### config.mk
export PLATFORM = sky130hd
export DESIGN_NAME = tt_sweep_cmp_flat
export DESIGN_NICKNAME = d
export VERILOG_FILES = /design/src/rtl/tt_sweep_cmp_if.sv /design/src/rtl/tt_sweep_cmp.sv /design/src/flat_wrapper.sv
export SDC_FILE = /design/constraint.sdc
export NUM_CORES = 1
export LEC_CHECK = 0
export CORE_AREA = 4 4 57 59
export DETAILED_ROUTE_END_ITERATION = 10
export DIE_AREA = 0 0 61 63
export GPL_TIMING_DRIVEN = 0
export PLACE_DENSITY = 0.7
export SLEW_MARGIN = 20
export SYNTH_ARGS = -nofsm -noshare
export SYNTH_HDL_FRONTEND = slang
export SYNTH_SLANG_ARGS = --single-unit
### constraint.sdc
create_clock -name clk -period 1.6 [get_ports clk]
set_input_delay 0.32 -clock clk [delete_from_list [all_inputs] [get_ports clk]]
set_output_delay 0.32 -clock clk [all_outputs]
set_load 0.02 [all_outputs]
### src/rtl/tt_sweep_cmp_if.sv
// Sweep bus between tt_sweep_cmp and the two functions under comparison.
// master: control and function outputs in; slave: the sweeper itself.
interface tt_sweep_cmp_if #(
  parameter int N_IN  = 4,
  parameter int N_OUT = 3
);
  logic             start;
  logic             stop_first;
  logic [N_IN-1:0]  vec;
  logic [N_OUT-1:0] y_a;
  logic [N_OUT-1:0] y_b;
  logic             busy;
  logic             done;
  logic             valid;
  logic             equal;
  logic [N_IN:0]    err_cnt;
  logic [N_IN-1:0]  first_vec;
  logic [N_OUT-1:0] err_mask;

  modport master (
    output start, stop_first, y_a, y_b,
    input  vec, busy, done, valid, equal,
    input  err_cnt, first_vec, err_mask
  );

  modport slave (
    input  start, stop_first, y_a, y_b,
    output vec, busy, done, valid, equal,
    output err_cnt, first_vec, err_mask
  );
endinterface

### src/rtl/tt_sweep_cmp.sv
// Exhaustive truth-table sweeper comparing two combinational functions.
// Ports: clk, rst_n (async low), bus (slave: start/stop_first/y_a/y_b in,
// vec/busy/done/valid/equal/err_cnt/first_vec/err_mask out).
module tt_sweep_cmp #(
  parameter int N_IN  = 4,
  parameter int N_OUT = 3
) (
  input  logic          clk,
  input  logic          rst_n,
  tt_sweep_cmp_if.slave bus
);

  typedef enum logic [1:0] {
    IDLE,
    SWEEP,
    DONE
  } state_t;

  state_t state, nxt;

  logic [N_IN-1:0]  vec_q;
  logic [N_IN:0]    cnt_q;
  logic [N_IN-1:0]  first_q;
  logic [N_OUT-1:0] mask_q;
  logic             valid_q;
  logic             equal_q;
  logic             stop_q;

  logic [N_OUT-1:0] d;
  logic             mis;
  logic             last;
  logic             leave;

  assign d     = bus.y_a ^ bus.y_b;
  assign mis   = |d;
  assign last  = (vec_q == {N_IN{1'b1}});
  // Sweep ends on the last vector or, in stop-first mode, on a miss.
  assign leave = last | (stop_q & mis);

  always_ff @(posedge clk or negedge rst_n) begin
    if (!rst_n) state <= IDLE;
    else        state <= nxt;
  end

  always_comb begin
    nxt = state;
    unique case (state)
      IDLE:    if (bus.start) nxt = SWEEP;
      SWEEP:   if (leave) nxt = DONE;
      DONE:    nxt = IDLE;
      default: nxt = IDLE;
    endcase
  end

  always_ff @(posedge clk or negedge rst_n) begin
    if (!rst_n) begin
      vec_q   <= '0;
      cnt_q   <= '0;
      first_q <= '0;
      mask_q  <= '0;
      valid_q <= 1'b0;
      equal_q <= 1'b0;
      stop_q  <= 1'b0;
    end else begin
      unique case (state)
        IDLE: begin
          if (bus.start) begin
            stop_q  <= bus.stop_first;
            cnt_q   <= '0;
            first_q <= '0;
            mask_q  <= '0;
            valid_q <= 1'b0;
            equal_q <= 1'b0;
            vec_q   <= '0;
          end
        end
        SWEEP: begin
          if (mis) begin
            cnt_q  <= cnt_q + (N_IN+1)'(1);
            mask_q <= mask_q | d;
            if (cnt_q == '0) first_q <= vec_q;
          end
          if (!leave) vec_q <= vec_q + N_IN'(1);
        end
        DONE: begin
          valid_q <= 1'b1;
          equal_q <= (cnt_q == '0);
          vec_q   <= '0;
        end
        default: vec_q <= '0;
      endcase
    end
  end

  assign bus.vec       = vec_q;
  assign bus.busy      = (state == SWEEP);
  assign bus.done      = (state == DONE);
  assign bus.valid     = valid_q;
  assign bus.equal     = equal_q;
  assign bus.err_cnt   = cnt_q;
  assign bus.first_vec = first_q;
  assign bus.err_mask  = mask_q;

endmodule
### src/flat_wrapper.sv
// flat-port wrapper written by rule: the top's interface ports become plain ports
module tt_sweep_cmp_flat 
#(
  parameter int N_IN  = 4,
  parameter int N_OUT = 3
)
  (clk, rst_n, bus_start, bus_stop_first, bus_y_a, bus_y_b, bus_vec, bus_busy, bus_done, bus_valid, bus_equal, bus_err_cnt, bus_first_vec, bus_err_mask);
  tt_sweep_cmp_if #(.N_IN(N_IN), .N_OUT(N_OUT)) bus_i ();
  input  logic clk;
  input  logic rst_n;
  input wire logic [$bits(bus_i.start)-1:0] bus_start;
  input wire logic [$bits(bus_i.stop_first)-1:0] bus_stop_first;
  input wire logic [$bits(bus_i.y_a)-1:0] bus_y_a;
  input wire logic [$bits(bus_i.y_b)-1:0] bus_y_b;
  output wire logic [$bits(bus_i.vec)-1:0] bus_vec;
  output wire logic [$bits(bus_i.busy)-1:0] bus_busy;
  output wire logic [$bits(bus_i.done)-1:0] bus_done;
  output wire logic [$bits(bus_i.valid)-1:0] bus_valid;
  output wire logic [$bits(bus_i.equal)-1:0] bus_equal;
  output wire logic [$bits(bus_i.err_cnt)-1:0] bus_err_cnt;
  output wire logic [$bits(bus_i.first_vec)-1:0] bus_first_vec;
  output wire logic [$bits(bus_i.err_mask)-1:0] bus_err_mask;
  assign bus_i.start = bus_start;
  assign bus_i.stop_first = bus_stop_first;
  assign bus_i.y_a = bus_y_a;
  assign bus_i.y_b = bus_y_b;
  assign bus_vec = bus_i.vec;
  assign bus_busy = bus_i.busy;
  assign bus_done = bus_i.done;
  assign bus_valid = bus_i.valid;
  assign bus_equal = bus_i.equal;
  assign bus_err_cnt = bus_i.err_cnt;
  assign bus_first_vec = bus_i.first_vec;
  assign bus_err_mask = bus_i.err_mask;
  tt_sweep_cmp #(.N_IN(N_IN), .N_OUT(N_OUT)) u_core (.clk(clk), .rst_n(rst_n), .bus(bus_i));
endmodule
==> run_results.csv <==
group,metric,value,unit
timing,drv_slew,0,
synthesis,synth_cell_types,35,
floorplanning,dieArea,0.00384,mm^2
timing,setup_slack,-0.0722,ns
flow_run,max_cap_viol_count,0,
global_route,antenna_found_initial,0,
global_route,grt_overflow,0,
worst_setup_path,cp.arrival,1.88,ns
layout,final_layout_size_suffix_gt1_frac,0.324,
timing,finalHoldViolCount,0,
clock_network,cts_buffer_depth,2,
synthesis,syn_inst,100,
timing,skew,0.00503,ns
worst_setup_path,critPathLaunchType,"register",
min_path,hp-class,"register to register",
drt,dr.pass1.iters,4,
synthesis,synth_fp_nets,113,
power,peakVddDrop,1.04,mV
clock_network,htree_levels,1,
clock_network,root_buffer,"clkbuf_4",
floorplanning,num_rows,19,
global_route,grt_max_degree,22,
worst_setup_path,critical_path_class,"register to register",
layout,diodes,0,
layout,finalInstanceArea,0.00162,mm^2
timing,finalSetupViolCount,4,
floorplanning,fp.dieH,63,um
drt,ant_nets,0,
layout,syn_to_final_growth,50.4,%
clock_network,clkSinkCount,21,
drt,routed_wl,2650,um
power,finalPower,2.70,mW
place,placed_area,0.00141,mm^2
synthesis,synth-main-ff-cell,"dfrtp_1",
synthesis,synth-edff-count,0,
worst_setup_path,critical_path_peak_fanout,4,
min_path,min_from,"u_core.bus.valid",
synthesis,yosysWarnings,0,
worst_setup_path,end_kind,"register",
worst_setup_path,worstReg2RegStart,"u_core.bus.err_cnt[1]",
layout,finalNonFillerCells,176,
worst_setup_path,reg2reg_depth,6,
timing,rsz0062_at_grt,"yes",
synthesis,synth_area,0.00107,mm^2
power,power.leakage,0.810,nW
layout,final_core_utilization,0.596,
global_route,grt_pass1_vias,984,
clock_network,cts_tree,"built",
timing,min_period,1.67,ns
global_route,gr-usage-all-layers,0.145,
drt,vias,932,
timing,max_freq,598,MHz
floorplanning,die_x,61,um
clock_network,cts_made_buffers,3,
synthesis,seq_area_frac_synth,0.489,
timing,post-route-period-util,1.05,
min_path,hold-path-endpoint,"u_core.bus.valid",
place,gp_congestion,0.798,
worst_setup_path,worst-endpoint-required,1.81,ns
clock_network,cts.clk_slew.worst_paths,0.12,ns
place,portBuffers,29,
worst_setup_path,path_cells,"inv_2 > ha_1 > or4b_4 > nor2_4 > o22ai_2 > a22o_1",
worst_setup_path,cpPeakStageDelay,0.49,ns
outcome,violations,"setup timing",
global_route,grt_pass1_wl,4260,um
timing,tightest_slew,0.928,ns
drt,viasPerCell,5.30,
floorplanning,core,0.00271,mm^2
timing,maxSlewHeadroom,0.379,
clock_network,insertion_delay,0.30,ns
drt,wl_per_cell,15.1,um
worst_setup_path,crit_slowest_cell,"or4b_4",
synthesis,synth-async-reset-ratio,1.00,
clock_network,hold_buffers,0,
layout,fin_nets,159,
floorplanning,io-pin-count,30,
synthesis,synth_seq_cells,21,
place,hpwlAfterDp,1840,um
drt,dr.first_iter.drc_count,5,
place,place_inst,160,
worst_setup_path,r2r_slack,-0.07,ns
floorplanning,start_util,0.397,
outcome,status,"complete, but fails checks",
min_path,hold_depth,1,
worst_setup_path,regToRegEndpoint,"u_core.bus.first_vec[1]",
synthesis,avgSynthCellArea,10.7,um^2
power,power.density,1670,mW/mm^2
drt,route.detailed.drc,0,
==> sequential cells by signal, summed over array words and instances (netlist names) <==
| name | count |
|---|---|
| u_core.bus.err_cnt | 5 |
| u_core.bus.first_vec | 4 |
| u_core.bus.vec | 4 |
| u_core.bus.err_mask | 3 |
| u_core.state | 2 |
| u_core.bus.equal | 1 |
| u_core.bus.valid | 1 |
| u_core.stop_q | 1 |
==> where the power goes <==
part	switching (mW)	internal, mW	leakage [nW]
sequential	0.144	0.690	0.274
clock	0.166	0.0932	0.0177
combinational	0.820	0.787	0.519
==> cells in the final DEF (no fill, tap or decap), drive strengths merged <==
cell type,count
ha,3
o311ai,1
nor3,4
nand3,4
clkdlybuf4s50,5
o21bai,1
a32o,1
a21o,1
nor4b,1
buf,17
nor4,1
dfrtp,21
clkinv,2
mux2i,1
or4b,1
dlymetal6s2s,4
clkbuf,3
xor2,3
a31oi,1
mux2,1
dlygate4sd2,18
a311oi,1
or3,1
o22ai,3
nand2b,3
nand2,11
a21oi,4
a22o,6
nor2b,2
o31ai,1
o21ai,4
xnor2,2
nor2,7
inv,5
and2,1
==> per-layer routing <==
metal  wire length (um)  track usage  vias up  part of all wire
li1                   -            -      441                 -
met2               1420        0.249       25              0.53
met5                  0            0        -                 0
met4                 32       0.0488        0             0.012
met1               1110        0.179      462              0.42
met3                 92       0.0207        4             0.035
==> Yosys cell counts, drive strengths merged, types with 2 or more instances <==
cell type	number	area share
o21ai	4	0.019
inv	5	0.017
nor2b	2	0.012
xnor2	2	0.016
a21oi	4	0.019
xor2	3	0.024
nand2	11	0.038
nor3	4	0.028
nor2	7	0.027
o22ai	3	0.023
nand2b	3	0.017
dfrtp	21	0.49
a22o	6	0.049
ha	3	0.035
nand3	4	0.019
buf	3	0.028
==> what timing repair did <==
item | CTS | global route
endpoints found under the hold margin | 0 | 0
resized for setup | 35 | 18
buffers inserted | 4 | 8
pin swaps | 3 | 7
endpoints found under the setup margin | 28 | 11
==> worst max-delay path by stage <==
stage / startpoint / endpoint / slack (ns) / cells past startpoint
final: u_core.bus.err_cnt[1] / u_core.bus.first_vec[1] / -0.07 / 6
after global routing: u_core.bus.err_cnt[0] / u_core.bus.first_vec[3] / -0.12 / 5
after global placement: bus_y_a[0] / u_core.bus.vec[2] / -0.33 / 6
after floorplan: u_core.bus.err_cnt[0] / u_core.bus.first_vec[3] / -0.06 / 6
after detailed placement: bus_y_b[1] / u_core.bus.vec[2] / -0.37 / 6
after CTS: u_core.bus.err_cnt[0] / u_core.bus.first_vec[1] / -0.07 / 6
==> worst max-delay path, delay by kind of cell (launching register included) <==
kind                     cells  cell delay, ns
AO/OA/AOI/OAI                2            0.33
buffers and inverters        1            0.07
AND/OR/NAND/NOR              2            0.59
flip-flops                   1            0.45
adder cells (fa/ha/maj)      1            0.13
==> cell type report <==
class | count | area [um^2]
timing repair buffer | 41 | 370
tap | 31 | 38.8
buffer | 3 | 33.8
fill | 246 | 1090
inverter | 6 | 35.0
sequential | 21 | 529
clock inverter | 1 | 5.00
multi-input combinational | 70 | 582
clock buffer | 3 | 22.5
==> through the flow <==
step                      hold slack (ns)  TNS [ns]  worst slack [ns]
after floorplan                    0.0244    -0.239           -0.0598
after global placement              0.467     -4.38            -0.327
after detailed placement            0.484     -4.94            -0.370
final                               0.501    -0.223           -0.0722
after global routing                0.537    -0.497            -0.121
after CTS                           0.512    -0.276           -0.0694
==> logic make-up after synthesis <==
group,count (synthesis),share of synthesized area
compound gates,24,0.172
flops,21,0.489
xor+xnor,5,0.0408
buf+inv,9,0.0536
fa+ha+maj,3,0.0349
mux,2,0.0198
simple gates,36,0.190
Note: power is estimated with default switching activity, not from simulation.
